===== config.mk =====
export PLATFORM = sky130hd
export DESIGN_NAME = issue_queue_flat
export DESIGN_NICKNAME = d
export VERILOG_FILES = /design/src/rtl/Public_Info.sv /design/src/rtl/issue_queue_pkg.sv /design/src/rtl/issue_queue_if.sv /design/src/rtl/issue_queue.sv /design/src/flat_wrapper.sv
export SDC_FILE = /design/constraint.sdc
export NUM_CORES = 1
export LEC_CHECK = 0
export ABC_AREA = 1
export CELL_PAD_IN_SITES_DETAIL_PLACEMENT = 1
export CELL_PAD_IN_SITES_GLOBAL_PLACEMENT = 2
export CORE_MARGIN = 2
export CORE_UTILIZATION = 37
export CTS_CLUSTER_SIZE = 20
export DETAILED_ROUTE_END_ITERATION = 8
export GPL_ROUTABILITY_DRIVEN = 0
export PLACE_DENSITY_LB_ADDON = 0.1
export SKIP_CTS_REPAIR_TIMING = 1
export SYNTH_ARGS = -nofsm -noshare
export SYNTH_HDL_FRONTEND = slang
export SYNTH_SLANG_ARGS = --single-unit

===== constraint.sdc =====
create_clock -name clk -period 11.55 [get_ports clk]
set_input_delay 2.31 -clock clk [delete_from_list [all_inputs] [get_ports clk]]
set_output_delay 2.31 -clock clk [all_outputs]
set_load 0.01 [all_outputs]

===== src/rtl/Public_Info.sv =====
// Project-wide shared types: the decoded-instruction record passed between
// pipeline stages and the default issue queue depth.
package Public_Info;

  localparam int IQ_DEPTH = 8;

  typedef struct packed {
    logic [31:0] PC;
    logic [31:0] inst;
  } PC_set;

endpackage


===== src/rtl/issue_queue_pkg.sv =====
// Issue-queue local definitions: decode of the two-bit push enable into a
// push mode.
package issue_queue_pkg;

  // i_in_valid encoding: [1] = older slot (i_set1), [0] = younger slot (i_set2).
  typedef enum logic [1:0] {
    PUSH_NONE = 2'b00,
    PUSH_SET2 = 2'b01,
    PUSH_SET1 = 2'b10,
    PUSH_BOTH = 2'b11
  } push_mode_e;

endpackage


===== src/rtl/issue_queue_if.sv =====
// Decode-to-dispatch bundle around the issue queue. Decode (master) presents
// up to two instructions per cycle; dispatch reads the two oldest entries.
interface issue_queue_if
  import Public_Info::*;
#(
  parameter int DEPTH = IQ_DEPTH
);
  localparam int CW = $clog2(DEPTH) + 1;

  // Handshake: a push in i_in_valid is taken on the edge only when o_stall
  // was low before that edge; otherwise it is dropped and decode must hold it.
  // i_usingNUM entries leave the head on the same edge (clamped to o_count).
  logic          i_flush;
  PC_set         i_set1;
  PC_set         i_set2;
  logic [1:0]    i_in_valid;
  logic [1:0]    i_usingNUM;
  PC_set         o_set1;
  PC_set         o_set2;
  logic [1:0]    o_is_valid;
  logic          o_stall;
  logic [CW-1:0] o_count;

  modport master (
    output i_flush, i_set1, i_set2, i_in_valid, i_usingNUM,
    input  o_set1, o_set2, o_is_valid, o_stall, o_count
  );

  modport slave (
    input  i_flush, i_set1, i_set2, i_in_valid, i_usingNUM,
    output o_set1, o_set2, o_is_valid, o_stall, o_count
  );

endinterface


===== src/rtl/issue_queue.sv =====
// Circular instruction buffer between decode and dispatch: two-wide compacted
// push, up to count-limited pop, flush and storage-free validity via count.
module issue_queue
  import Public_Info::*;
  import issue_queue_pkg::*;
#(
  parameter int DEPTH = IQ_DEPTH
) (
  input  logic          clk,
  input  logic          rst,
  issue_queue_if.slave  bus
);

  localparam int PW = $clog2(DEPTH);
  localparam int CW = PW + 1;

  typedef logic [PW-1:0] ptr_t;
  typedef logic [CW-1:0] cnt_t;

  PC_set mem_q [DEPTH];
  ptr_t  head_q, head_d;
  ptr_t  tail_q, tail_d;
  cnt_t  count_q, count_d;

  logic  stall;
  logic  accept;
  cnt_t  npush;
  cnt_t  npop;
  logic  wr0_en, wr1_en;
  ptr_t  wr0_idx, wr1_idx;
  PC_set wr0_data;

  // Stall looks only at registered occupancy so decode never sees a
  // combinational path from dispatch's consumption.
  assign stall          = (count_q >= cnt_t'(DEPTH - 1));
  assign bus.o_stall    = stall;
  assign bus.o_count    = count_q;
  assign bus.o_is_valid = {count_q != '0, count_q >= cnt_t'(2)};
  assign bus.o_set1     = mem_q[head_q];
  assign bus.o_set2     = mem_q[head_q + ptr_t'(1)];

  always_comb begin
    accept   = !stall && !bus.i_flush;
    npush    = '0;
    wr0_en   = 1'b0;
    wr1_en   = 1'b0;
    wr0_idx  = tail_q;
    wr1_idx  = tail_q + ptr_t'(1);
    wr0_data = bus.i_set1;

    // A lone younger instruction goes straight to the tail: no holes.
    if (accept) begin
      case (push_mode_e'(bus.i_in_valid))
        PUSH_BOTH: begin
          wr0_en = 1'b1;
          wr1_en = 1'b1;
          npush  = cnt_t'(2);
        end
        PUSH_SET1: begin
          wr0_en = 1'b1;
          npush  = cnt_t'(1);
        end
        PUSH_SET2: begin
          wr0_en   = 1'b1;
          wr0_data = bus.i_set2;
          npush    = cnt_t'(1);
        end
        default: ;
      endcase
    end

    npop    = (cnt_t'(bus.i_usingNUM) > count_q) ? count_q : cnt_t'(bus.i_usingNUM);
    head_d  = head_q + ptr_t'(npop);
    tail_d  = tail_q + ptr_t'(npush);
    count_d = count_q + npush - npop;
    if (count_d > cnt_t'(DEPTH)) begin
      count_d = cnt_t'(DEPTH);
    end

    if (bus.i_flush) begin
      head_d  = '0;
      tail_d  = '0;
      count_d = '0;
    end
  end

  always_ff @(posedge clk) begin
    if (rst) begin
      head_q  <= '0;
      tail_q  <= '0;
      count_q <= '0;
    end else begin
      head_q  <= head_d;
      tail_q  <= tail_d;
      count_q <= count_d;
    end
  end

  // Entry storage carries no reset; validity comes from count_q alone.
  always_ff @(posedge clk) begin
    if (wr0_en) begin
      mem_q[wr0_idx] <= wr0_data;
    end
    if (wr1_en) begin
      mem_q[wr1_idx] <= bus.i_set2;
    end
  end

endmodule


===== src/flat_wrapper.sv =====
// flat-port wrapper written by rule: the top's interface ports become plain ports
module issue_queue_flat import Public_Info::*; import issue_queue_pkg::*;
#(
  parameter int DEPTH = IQ_DEPTH
)
  (clk, rst, bus_i_flush, bus_i_set1, bus_i_set2, bus_i_in_valid, bus_i_usingNUM, bus_o_set1, bus_o_set2, bus_o_is_valid, bus_o_stall, bus_o_count);
  issue_queue_if #(.DEPTH(DEPTH)) bus_i ();
  input  logic clk;
  input  logic rst;
  input wire logic [$bits(bus_i.i_flush)-1:0] bus_i_flush;
  input wire logic [$bits(bus_i.i_set1)-1:0] bus_i_set1;
  input wire logic [$bits(bus_i.i_set2)-1:0] bus_i_set2;
  input wire logic [$bits(bus_i.i_in_valid)-1:0] bus_i_in_valid;
  input wire logic [$bits(bus_i.i_usingNUM)-1:0] bus_i_usingNUM;
  output wire logic [$bits(bus_i.o_set1)-1:0] bus_o_set1;
  output wire logic [$bits(bus_i.o_set2)-1:0] bus_o_set2;
  output wire logic [$bits(bus_i.o_is_valid)-1:0] bus_o_is_valid;
  output wire logic [$bits(bus_i.o_stall)-1:0] bus_o_stall;
  output wire logic [$bits(bus_i.o_count)-1:0] bus_o_count;
  assign bus_i.i_flush = bus_i_flush;
  assign bus_i.i_set1 = bus_i_set1;
  assign bus_i.i_set2 = bus_i_set2;
  assign bus_i.i_in_valid = bus_i_in_valid;
  assign bus_i.i_usingNUM = bus_i_usingNUM;
  assign bus_o_set1 = bus_i.o_set1;
  assign bus_o_set2 = bus_i.o_set2;
  assign bus_o_is_valid = bus_i.o_is_valid;
  assign bus_o_stall = bus_i.o_stall;
  assign bus_o_count = bus_i.o_count;
  issue_queue #(.DEPTH(DEPTH)) u_core (.clk(clk), .rst(rst), .bus(bus_i));
endmodule

* Word-level counts from Yosys, hierarchy flattened *
Memory sizes are Yosys's and may differ from the RTL's. A register that Yosys moved wholly into a read port is not among the register bits.
Cells that the tools add are included.

operators by class
  add/subtract/negate cells = 6
  multipliers = 0
  divide/modulo/power cells = 0
  order comparisons = 4
  eq/ne operators = 3
  shifts and indexed selects = 0
  multiplexer cells = 15
  bitwise gates (word level) = 0
  reductions and logical operators = 8

operators with widths
  cell                   number
  $mux W64               2
  $mux W4                3
  $mux W1                8
  $add A3 B1 Y3 const B  2
  $add A3 B3 Y3          2
  $reduce_or A3 Y1       2
  $add A4 B4 Y4          1
  $eq A2 B2 Y1 const B   2
  $ge A4 B2 Y1 const B   1
  $ge A4 B3 Y1 const B   1
  $gt A2 B4 Y1           1
  $gt A4 B4 Y1 const B   1
  $pmux W2 S2            1
  $reduce_bool A4 Y1     1
  $reduce_or A2 Y1       2
  $sub A4 B4 Y4          1
  $mux W3                1
  $eq A2 B1 Y1 const B   1
  $logic_not A1 Y1       2
  $logic_and A1 B1 Y1    1

storage, ports and cells
  register bits after elaboration = 10
  latch bits = 0
  RAM bits = 512
  memory bits (read-only) = 0
  input port bits = 135
  output and inout bits = 135
  logic and storage cells = 41
  memories kept = 1

memories
  memory        words  bits a word  read ports  clocked after Yosys merged registers in  wr ports  line               source
  u_core.mem_q  8      64           2           1                                        2         issue_queue.sv:20  PC_set mem_q [DEPTH];

* Logic depth before layout (Yosys ltp) *
Gate-level depths: netlist of the first run.

  depth in word-level cells = 8
  mapped depth = 18
  depth with buffers taken out = 18

* Least setup slack after synthesis of the first run *
No wires, ideal clock.

  path type = input -> register
  start = input bus_i_flush
  end = memory u_core.mem_q[0][0] (netlist bit), enable pin
  setup time = 0.574 ns
  data arrival time = 7.499 ns
  required time = 10.976 ns
  slack = 3.477 ns
  stages = 6
  buffers on the path = 1
  cell sequence = inv_1 nand3_4 buf_1 nor2_1 nand2_1 o21ai_0

RTL lines
  what         line                source
  from (decl)  flat_wrapper.sv:10  input wire logic [$bits(bus_i.i_flush)-1:0] bus_i_flush;
  to (decl)    issue_queue.sv:20

* Worst setup path after layout of the first run *
  start = register u_core.head_q[0]
  end = output bus_o_set2[0]

between the ends
  word-level cells in the longest chain between the ends = 2

ends and longest elaborated chain
  what                    line                source
  from (decl)             issue_queue.sv:21   ptr_t head_q, head_d;
  from (signal assigned)  issue_queue.sv:89   head_q <= '0;
  from (signal assigned)  issue_queue.sv:93   head_q <= head_d;
  $add A3 B1 Y3           issue_queue.sv:40   assign bus.o_set2 = mem_q[head_q + ptr_t'(1)];
  $mem_v2 Z8 W64          n/a
  to (decl)               flat_wrapper.sv:16  output wire logic [$bits(bus_i.o_set2)-1:0] bus_o_set2;

No other way between the ends.

==> impl_metrics.yaml, run 1 <==
job:
  drv_cap: 0
critical_path:
  cpPeakStageDelay_ns: 0.88
  required_ns: 9.24
  rrSetupSlack_ns: 6.76
  arrival_ns: 4.72
  worstPathCellList: "ha_4 > clkinv_2 > buf_4 > o211ai_1 > nand2_1 > inv_1 > o21ai_1 > clkdlybuf4s50_1"
  path_class: "flip-flop to output pin"
  crit_family: "buffers and inverters"
  start_kind: "flip-flop"
  critPathBufInv: 4
  crit_fanout: 61
  cpMaxStageDelayCell: "buf_4"
  end_kind: "output pin"
synth:
  avgSynthCellArea_um2: 7.12
  ys_ff_latch: 522
  synthSimpleGateAreaFrac_pct: 30.4
  async_reset_ff_share_pct: 0
  yosys_warnings: 0
  synth_edf_count: 512
  synth_xor_area_share_pct: 0.0733
  synth_compound_area_share_pct: 13.9
  muxShareOfSynthArea_pct: 0
  yosys.area_share.adder_pct: 0.817
  synthFlopType: "edfxtp_1"
  synth_seq_area_share_pct: 43.5
  synth_top_family_by_area: "simple AND/OR/NAND/NOR gates"
  netlist_instances: 5033
  yosys.cell_types.count: 31
  synthesis.area_mm2: 0.0358
  synth_fp_nets: 5189
timing:
  finalSetupViolations: 0
  slew_headroom_pct: 18.7
  slew_violations: 0
  fin_skew_ns: 0.0121
  finalSetupTns_ns: 0
  worst_pin_slew_ns: 1.22
  fin_crit_sh_pct: 60.9
  finalCriticalPeriod_ns: 7.03
  worst_slack_ns: 4.52
  fmax_mhz: 142
  finalHoldViolations: 0
  rsz0062_at_grt: "false"
die:
  die_h_um: 315
  die_x_um: 315
  design.core.area_mm2: 0.0963
  initial_core_util_pct: 37.2
  io_pins: 270
  std_cell_rows: 114
  die-area_mm2: 0.0994
clocking:
  cts_tree: "built"
  clk_latency_ns: 0.61
  clk_pin_slew_ns: 0.06
  clock_sinks: 522
  cts_buffers: 68
  htreeDepth: 3
  clock_tree.root_cell: "clkbuf_16"
  cts_buffer_depth: 3
drt:
  first_iter_violations: 2491
  drt-total-wl_um: 149000
  vias: 34981
  vias_per_cell: 5.56
  remaining_drc_errors: 0
  ant_nets: 0
  wl_per_cell_um: 23.7
  dr.pass1.iters: 5
placed_design:
  post-dp-hpwl_um: 80600
  dp.cells: 6175
  portBuffers: 269
  dpl_worst_slack_ns: 4.61
power:
  p_per_area_mw_per_mm2: 198
  ir_drop_v: 0.000112
  p_leak_uw: 0.0176
  p_total_uw: 8020
grt:
  grt_max_degree: 249
  antenna_found_initial: 2
  grt_pass1_vias: 35382
  grt.total_usage_pct: 29.7
  gr-total-overflow: 0
  grt_pass1_wl_um: 222000
cells_and_area:
  num-nets-final: 5125
  synthToLayoutAreaGrowth_pct: 12.9
  finish.utilization_pct: 42.0
  drive_gt1_share_pct: 4.30
  fin_cells: 6297
run_status:
  status: "finished clean"
hold_path:
  hp-class: "flip-flop to flip-flop"
-- cells by family (layout without fill, tap and decap cells) --
logic type      Yosys count  in the layout
compound gates          911            911
xor+xnor                  3              3
fa+ha+maj                21             21
buf+inv                 883            870
flops                   522            522
other cells               0              1
simple gates           2693           2693
-- synthesized netlist by cell type (all sizes together) (4+ instances only) --
cell    count  area share [%]
nor2      214             2.3
ha         17            0.59
inv       425             4.5
buf       281             5.0
o211ai    129             2.7
o22ai      63             1.1
edfxtp    512              43
nand2    1953              21
fa          4            0.22
o21ai     585             8.2
dfxtp      10            0.56
nand3     524             7.4
clkbuf    177             1.9
a21oi     133             1.9
-- worst register-to-register path, cell delays in order, from the launching register on --
cell     delay [ns]
dfxtp_1        0.33
inv_2          0.08
ha_1           0.19
nand3_2        0.10
nand3_4        0.39
nor2_8         0.60
buf_4          0.83
nand2_4        0.37
o21ai_4        0.48
buf_4          0.95
-- layer usage --
metal  GRT usage, %  part of all wire (%)  up-vias  wire length (um)
li1               -                     -    16352                 -
met1           38.4                    43    17355             64100
met2           51.4                    48     1012             72200
met3           3.14                   5.2      260              7700
met4           10.3                   3.4        2              5050
met5              0                0.0074        -                11
-- final cells by class --
class	count	area, um2
fill	11960	55800
tap	1276	1600
multi-input combinational	3628	16400
antenna	1	2.50
timing repair buffer	324	3170
sequential	522	15600
inverter	425	1610
clock buffer	101	1930
clock inverter	20	110
-- registers in the layout, indices dropped and copies added (netlist names) --
| register | flops |
|---|---|
| u_core.mem_q | 512 |
| u_core.bus.o_count | 4 |
| u_core.head_q | 3 |
| u_core.tail_q | 3 |
-- layout by cell type (no fill, tap or decap), drive strengths merged, types with 55 or more instances in the layout --
cell,Yosys,routed
a21oi,133,133
buf,281,55
clkbuf,177,101
clkdlybuf4s50,0,269
edfxtp,512,512
inv,425,420
nand2,1953,1953
nand3,524,524
nor2,214,214
o211ai,129,129
o21ai,585,585
o22ai,63,63
-- stage by stage --
step	hold WS (ns)	cell area, um2
CTS	0.673	40400
global placement	0.643	38400
floorplan	0.581	35800
global route	0.719	40400
finish	0.659	40400
detailed placement	0.656	38400
-- final timing paths --
kind | to | from | depth (start not counted)
worst min register to register | u_core.head_q[2]$_SDFF_PP0_ | u_core.bus.o_count[2]$_SDFF_PP0_ | 3
worst min-delay path | u_core.head_q[2]$_SDFF_PP0_ | u_core.bus.o_count[2]$_SDFF_PP0_ | 3
worst max-delay path | bus_o_set2[0] | u_core.head_q[0]$_SDFF_PP0_ | 8
worst max register to register | u_core.mem_q[6][42]$_DFFE_PP_ | u_core.bus.o_count[3]$_SDFF_PP0_ | 9
-- power breakdown --
part	internal, uW	switching (uW)
logic	1310	2330
registers	2260	75.6
clock network	1170	871
(Power assumes the default switching activity.)
==> run 2, diff against run 1 <==
Settings changed: CORE_UTILIZATION 37 to 31.
Clock period 11.55 ns to 6.45 ns, I/O delays scaled along.
==> impl_metrics.yaml, run 2 (same netlist as run 1, synthesis figures left out) <==
die:
  die_h_um: 344
  initial_core_util_pct: 31.3
  io_pins: 270
  die_x_um: 344
  die-area_mm2: 0.118
  design.core.area_mm2: 0.115
  std_cell_rows: 124
grt:
  grt_pass1_wl_um: 227000
  antenna_found_initial: 0
  grt_max_degree: 214
  grt_pass1_vias: 35092
  grt.total_usage_pct: 25.6
  gr-total-overflow: 0
critical_path:
  path_class: "flip-flop to output pin"
  arrival_ns: 4.29
  end_kind: "output pin"
  start_kind: "flip-flop"
  crit_fanout: 155
  required_ns: 5.16
drt:
  first_iter_violations: 2327
  wl_per_cell_um: 23.6
  vias: 34613
  dr.pass1.iters: 5
  ant_nets: 0
  drt-total-wl_um: 154000
  remaining_drc_errors: 0
  vias_per_cell: 5.28
power:
  clock_power_share_pct: 26.4
  p_per_area_mw_per_mm2: 356
  power_frac_seq_pct: 28.4
  p_leak_uw: 0.0178
  switching_share_pct: 40.6
  p_sw_uw: 5940
  comb_power_share_pct: 45.2
  internal_power_uw: 8680
  ir_drop_v: 0.000368
cells_and_area:
  largest-register: "u_core.mem_q"
  fin_cells: 6550
  largest_register_ffs: 512
  n_antenna_cell: 0
  num-nets-final: 5144
  synthToLayoutAreaGrowth_pct: 14.6
  drive_gt1_share_pct: 4.84
  layout_common_cells: "nand2_1, nand3_1, edfxtp_1"
  layout_commonest_cell: "nand2_1"
job:
  drv_cap: 0
hold_path:
  hp-class: "flip-flop to flip-flop"
clocking:
  clk_latency_ns: 0.63
  clk_pin_slew_ns: 0.06
  cts_buffers: 70
  cts_buffer_depth: 3
  htreeDepth: 3
  cts_tree: "built"
  clock_tree.root_cell: "clkbuf_16"
  clock_sinks: 522
timing:
  slew_headroom_pct: 18.5
  fin_crit_sh_pct: 86.5
  finalSetupViolations: 0
  fmax_mhz: 179
  rsz0062_at_grt: "false"
  slew_violations: 0
  fin_skew_ns: 0.0194
  finalSetupTns_ns: 0
  finalHoldViolations: 0
  worst_pin_slew_ns: 1.22
  finalCriticalPeriod_ns: 5.58
placed_design:
  portBuffers: 269
  dp.cells: 6428
  post-dp-hpwl_um: 89500
run_status:
  status: "finished clean"
## run 2: cell types whose count changed in the layout (fill, tap and decap cells not counted)
| cell | previous run | this run |
|---|---|---|
| buf_12 | 5 | 10 |
| buf_4 | 50 | 62 |
| bufinv_16 | 1 | 5 |
| clkbuf_1 | 28 | 15 |
| clkinv_1 | 12 | 15 |
| clkinv_2 | 11 | 15 |
| clkinvlp_4 | 0 | 2 |
| diode_2 | 1 | 0 |
| inv_4 | 0 | 1 |
## run 2: through the flow
step | total power (uW) | utilization, % | hold slack [ns] | worst slack (ns) | area (um2)
6_report | 14600 | 35.9 | 0.655 | 0.869 | 41100
5_1_grt | 15500 | 35.9 | 0.714 | 0.636 | 41100
2_1_floorplan | 8010 | - | 0.581 | -0.603 | 35800
3_5_place_dp | 10900 | 34.0 | 0.649 | 1.56 | 38900
3_3_place_gp | 10900 | 34.0 | 0.638 | 1.59 | 38900
4_1_cts | 14800 | 35.9 | 0.659 | 0.892 | 41100
## run 2: final cells by class
class / instances / area [um2]
clock buffers: 88 / 1880
well taps: 1512 / 1890
fillers: 14005 / 73400
clock inverters: 34 / 282
repair buffers: 341 / 3360
inverters: 425 / 1610
multi-input cells: 3628 / 16400
flip-flops and latches: 522 / 15600
## run 2: metal layers
layer  part of all wire, %  up-vias  global-route usage, %  wire length [um]
met5                     0        -                      0                 0
met2                    49      721                   45.1             75600
met3                   3.8      195                   2.79              5900
met1                    45    17306                   33.0             68800
li1                      -    16391                      -                 -
met4                   2.6        0                   7.24              3950
## run 2: worst paths after layout
check	start	to	slack [ns]	depth (start not counted)
hold / removal	u_core.tail_q[2]$_SDFF_PP0_	u_core.tail_q[2]$_SDFF_PP0_	0.66	2
setup / recovery	u_core.head_q[0]$_SDFF_PP0_	bus_o_set2[1]	0.87	7
hold reg to reg	u_core.tail_q[2]$_SDFF_PP0_	u_core.tail_q[2]$_SDFF_PP0_	0.66	2
setup reg to reg	u_core.tail_q[0]$_SDFF_PP0_	u_core.mem_q[2][52]$_DFFE_PP_	3.04	10
## run 2: power groups by stage
stage	logic [uW]	clock network (uW)	registers (uW)
after detailed placement	6700	0	4220
after global placement	6640	0	4210
final	6610	3860	4150
after CTS	6720	3930	4150
after global routing	7320	4040	4160
after floorplan	3840	0	4180
## run 2: critical path, cell delays in order (launching register included)
cell,delay (ns)
dfxtp_4,0.76
ha_4,0.63
buf_12,0.81
nand2_1,0.16
nand2_1,0.10
inv_1,0.04
o21ai_1,0.46
clkdlybuf4s50_1,0.66
==> run 3, diff against run 2 <==
Settings changed: CORE_ASPECT_RATIO set to 0.75.
==> impl_metrics.yaml, run 3 (same netlist as run 1, synthesis figures left out) <==
run_status:
  status: "finished clean"
cells_and_area:
  num-nets-final: 5141
  layout_common_cells: "nand2_1, nand3_1, edfxtp_1"
  regArea_mm2: 0.0156
  synthToLayoutAreaGrowth_pct: 14.7
  multi_input_area_mm2: 0.0164
  drive_gt1_share_pct: 4.76
  nFillCells: 13950
  largest_register_ffs: 512
  layout_commonest_cell: "nand2_1"
  largest-register: "u_core.mem_q"
power:
  internal_power_uw: 8640
  switching_share_pct: 41.4
  clock_power_share_pct: 25.8
  p_leak_uw: 0.0178
  p_sw_uw: 6110
  p_total_uw: 14800
  comb_power_share_pct: 46.2
  power_frac_seq_pct: 27.9
  p_per_area_mw_per_mm2: 359
  ir_drop_v: 0.000354
timing:
  slew_headroom_pct: 28.6
  finalSetupViolations: 0
  worst_pin_slew_ns: 1.07
  rsz0062_at_grt: "false"
  worst_slack_ns: 1.14
  fin_skew_ns: 0.0163
  fin_crit_sh_pct: 82.3
  finalHoldViolations: 0
  fmax_mhz: 188
  slew_violations: 0
  finalCriticalPeriod_ns: 5.31
die:
  die_h_um: 298
  std_cell_rows: 107
  die-area_mm2: 0.118
  design.core.area_mm2: 0.114
  die_x_um: 397
  initial_core_util_pct: 31.4
  io_pins: 270
grt:
  grt_pass1_vias: 34471
  grt_pass1_wl_um: 240000
  grt.total_usage_pct: 27.2
  grt_max_degree: 212
  gr-total-overflow: 0
  antenna_found_initial: 4
drt:
  first_iter_violations: 2819
  vias: 34869
  remaining_drc_errors: 0
  ant_nets: 0
  drt-total-wl_um: 163000
  wl_per_cell_um: 24.9
  dr.pass1.iters: 5
  vias_per_cell: 5.31
critical_path:
  worstPathCellList: "buf_4 > buf_4 > o21ai_0 > o22ai_1 > nand2_1 > nand2_1 > clkdlybuf4s50_1"
  path_class: "flip-flop to output pin"
  crit-reg2reg-launch: "u_core.bus.o_count[3]$_SDFF_PP0_"
  start_kind: "flip-flop"
  crit_family: "buffers and inverters"
  required_ns: 5.16
  cpMaxStageDelayCell: "buf_4"
  critPathBufInv: 3
  cpPeakStageDelay_ns: 0.86
  cp-startpoint: "u_core.head_q[1]$_SDFF_PP0_"
  arrival_ns: 4.02
  crit_fanout: 69
  end_kind: "output pin"
clocking:
  clk_latency_ns: 0.65
  cts_buffers: 67
  clk_pin_slew_ns: 0.06
  clock_tree.root_cell: "clkbuf_16"
  htreeDepth: 3
  cts_buffer_depth: 3
  clock_sinks: 522
  cts_tree: "built"
hold_path:
  worstHoldStart: "u_core.bus.o_count[2]$_SDFF_PP0_"
  hp-class: "flip-flop to flip-flop"
placed_design:
  dpl_worst_slack_ns: 1.10
  post-dp-hpwl_um: 92800
  portBuffers: 269
job:
  drv_cap: 0
==> run 3: changes by cell type in the layout (fill, tap and decap cells not counted) <==
cell	previous run	this run
clkinv_4	0	1
buf_4	62	59
bufinv_16	5	4
clkinvlp_4	2	1
inv_4	1	2
clkinv_2	15	11
buf_12	10	13
diode_2	0	2
clkbuf_1	15	17
clkinv_1	15	16
==> run 3: power groups by stage <==
stage	combinational [uW]	sequential, uW	clock [uW]
6_report	6820	4120	3810
5_1_grt	7530	4140	3970
4_1_cts	6900	4120	3870
3_5_place_dp	6870	4190	0
3_3_place_gp	6840	4190	0
2_1_floorplan	3840	4180	0
==> run 3: final cells by class <==
cell class	instances	area share [%]
multi-input combinational	3628	40.0
clock buffer	90	4.60
sequential	522	37.9
tap	1526	4.65
timing repair buffer	341	8.27
inverter	425	3.93
clock inverter	31	0.588
antenna	2	0.0122
==> run 3: metal layers <==
| metal | up-vias | GRT usage, % | part of all wire (%) |
|---|---|---|---|
| met5 | - | 0 | 0.021 |
| met4 | 6 | 5.85 | 1.8 |
| met3 | 172 | 3.11 | 5.3 |
| met2 | 969 | 42.4 | 44 |
| met1 | 17322 | 40.1 | 49 |
| li1 | 16400 | - | - |
==> run 3: final timing paths <==
path	to	depth (start not counted)	slack, ns
worst max register to register	u_core.mem_q[2][8]$_DFFE_PP_	8	2.32
worst max-delay path	bus_o_set1[43]	7	1.14
worst min-delay path	u_core.head_q[2]$_SDFF_PP0_	4	0.70
worst min register to register	u_core.head_q[2]$_SDFF_PP0_	4	0.70
==> run 3: metrics by stage <==
stage,hold slack [ns],instance area [um2],cells,TNS [ns],utilization (%)
2_1_floorplan,0.581,35800,5033,-308.76,-
3_3_place_gp,0.687,38900,6442,0,34.1
3_5_place_dp,0.699,38900,6442,0,34.1
4_1_cts,0.707,41100,6563,0,36.0
5_1_grt,0.775,41100,6563,0,36.0
6_report,0.700,41100,6565,0,36.0
==> run 3: worst reg2reg max path, delay by kind of cell, from the launching register on <==
kind                       cells  cell delay [ns]
DFF                            1             0.35
and+or+nand+nor                4             2.27
adders and majority gates      1             0.19
AOI/OAI and AO/OA              1             0.26
buffers and inverters          2             0.64
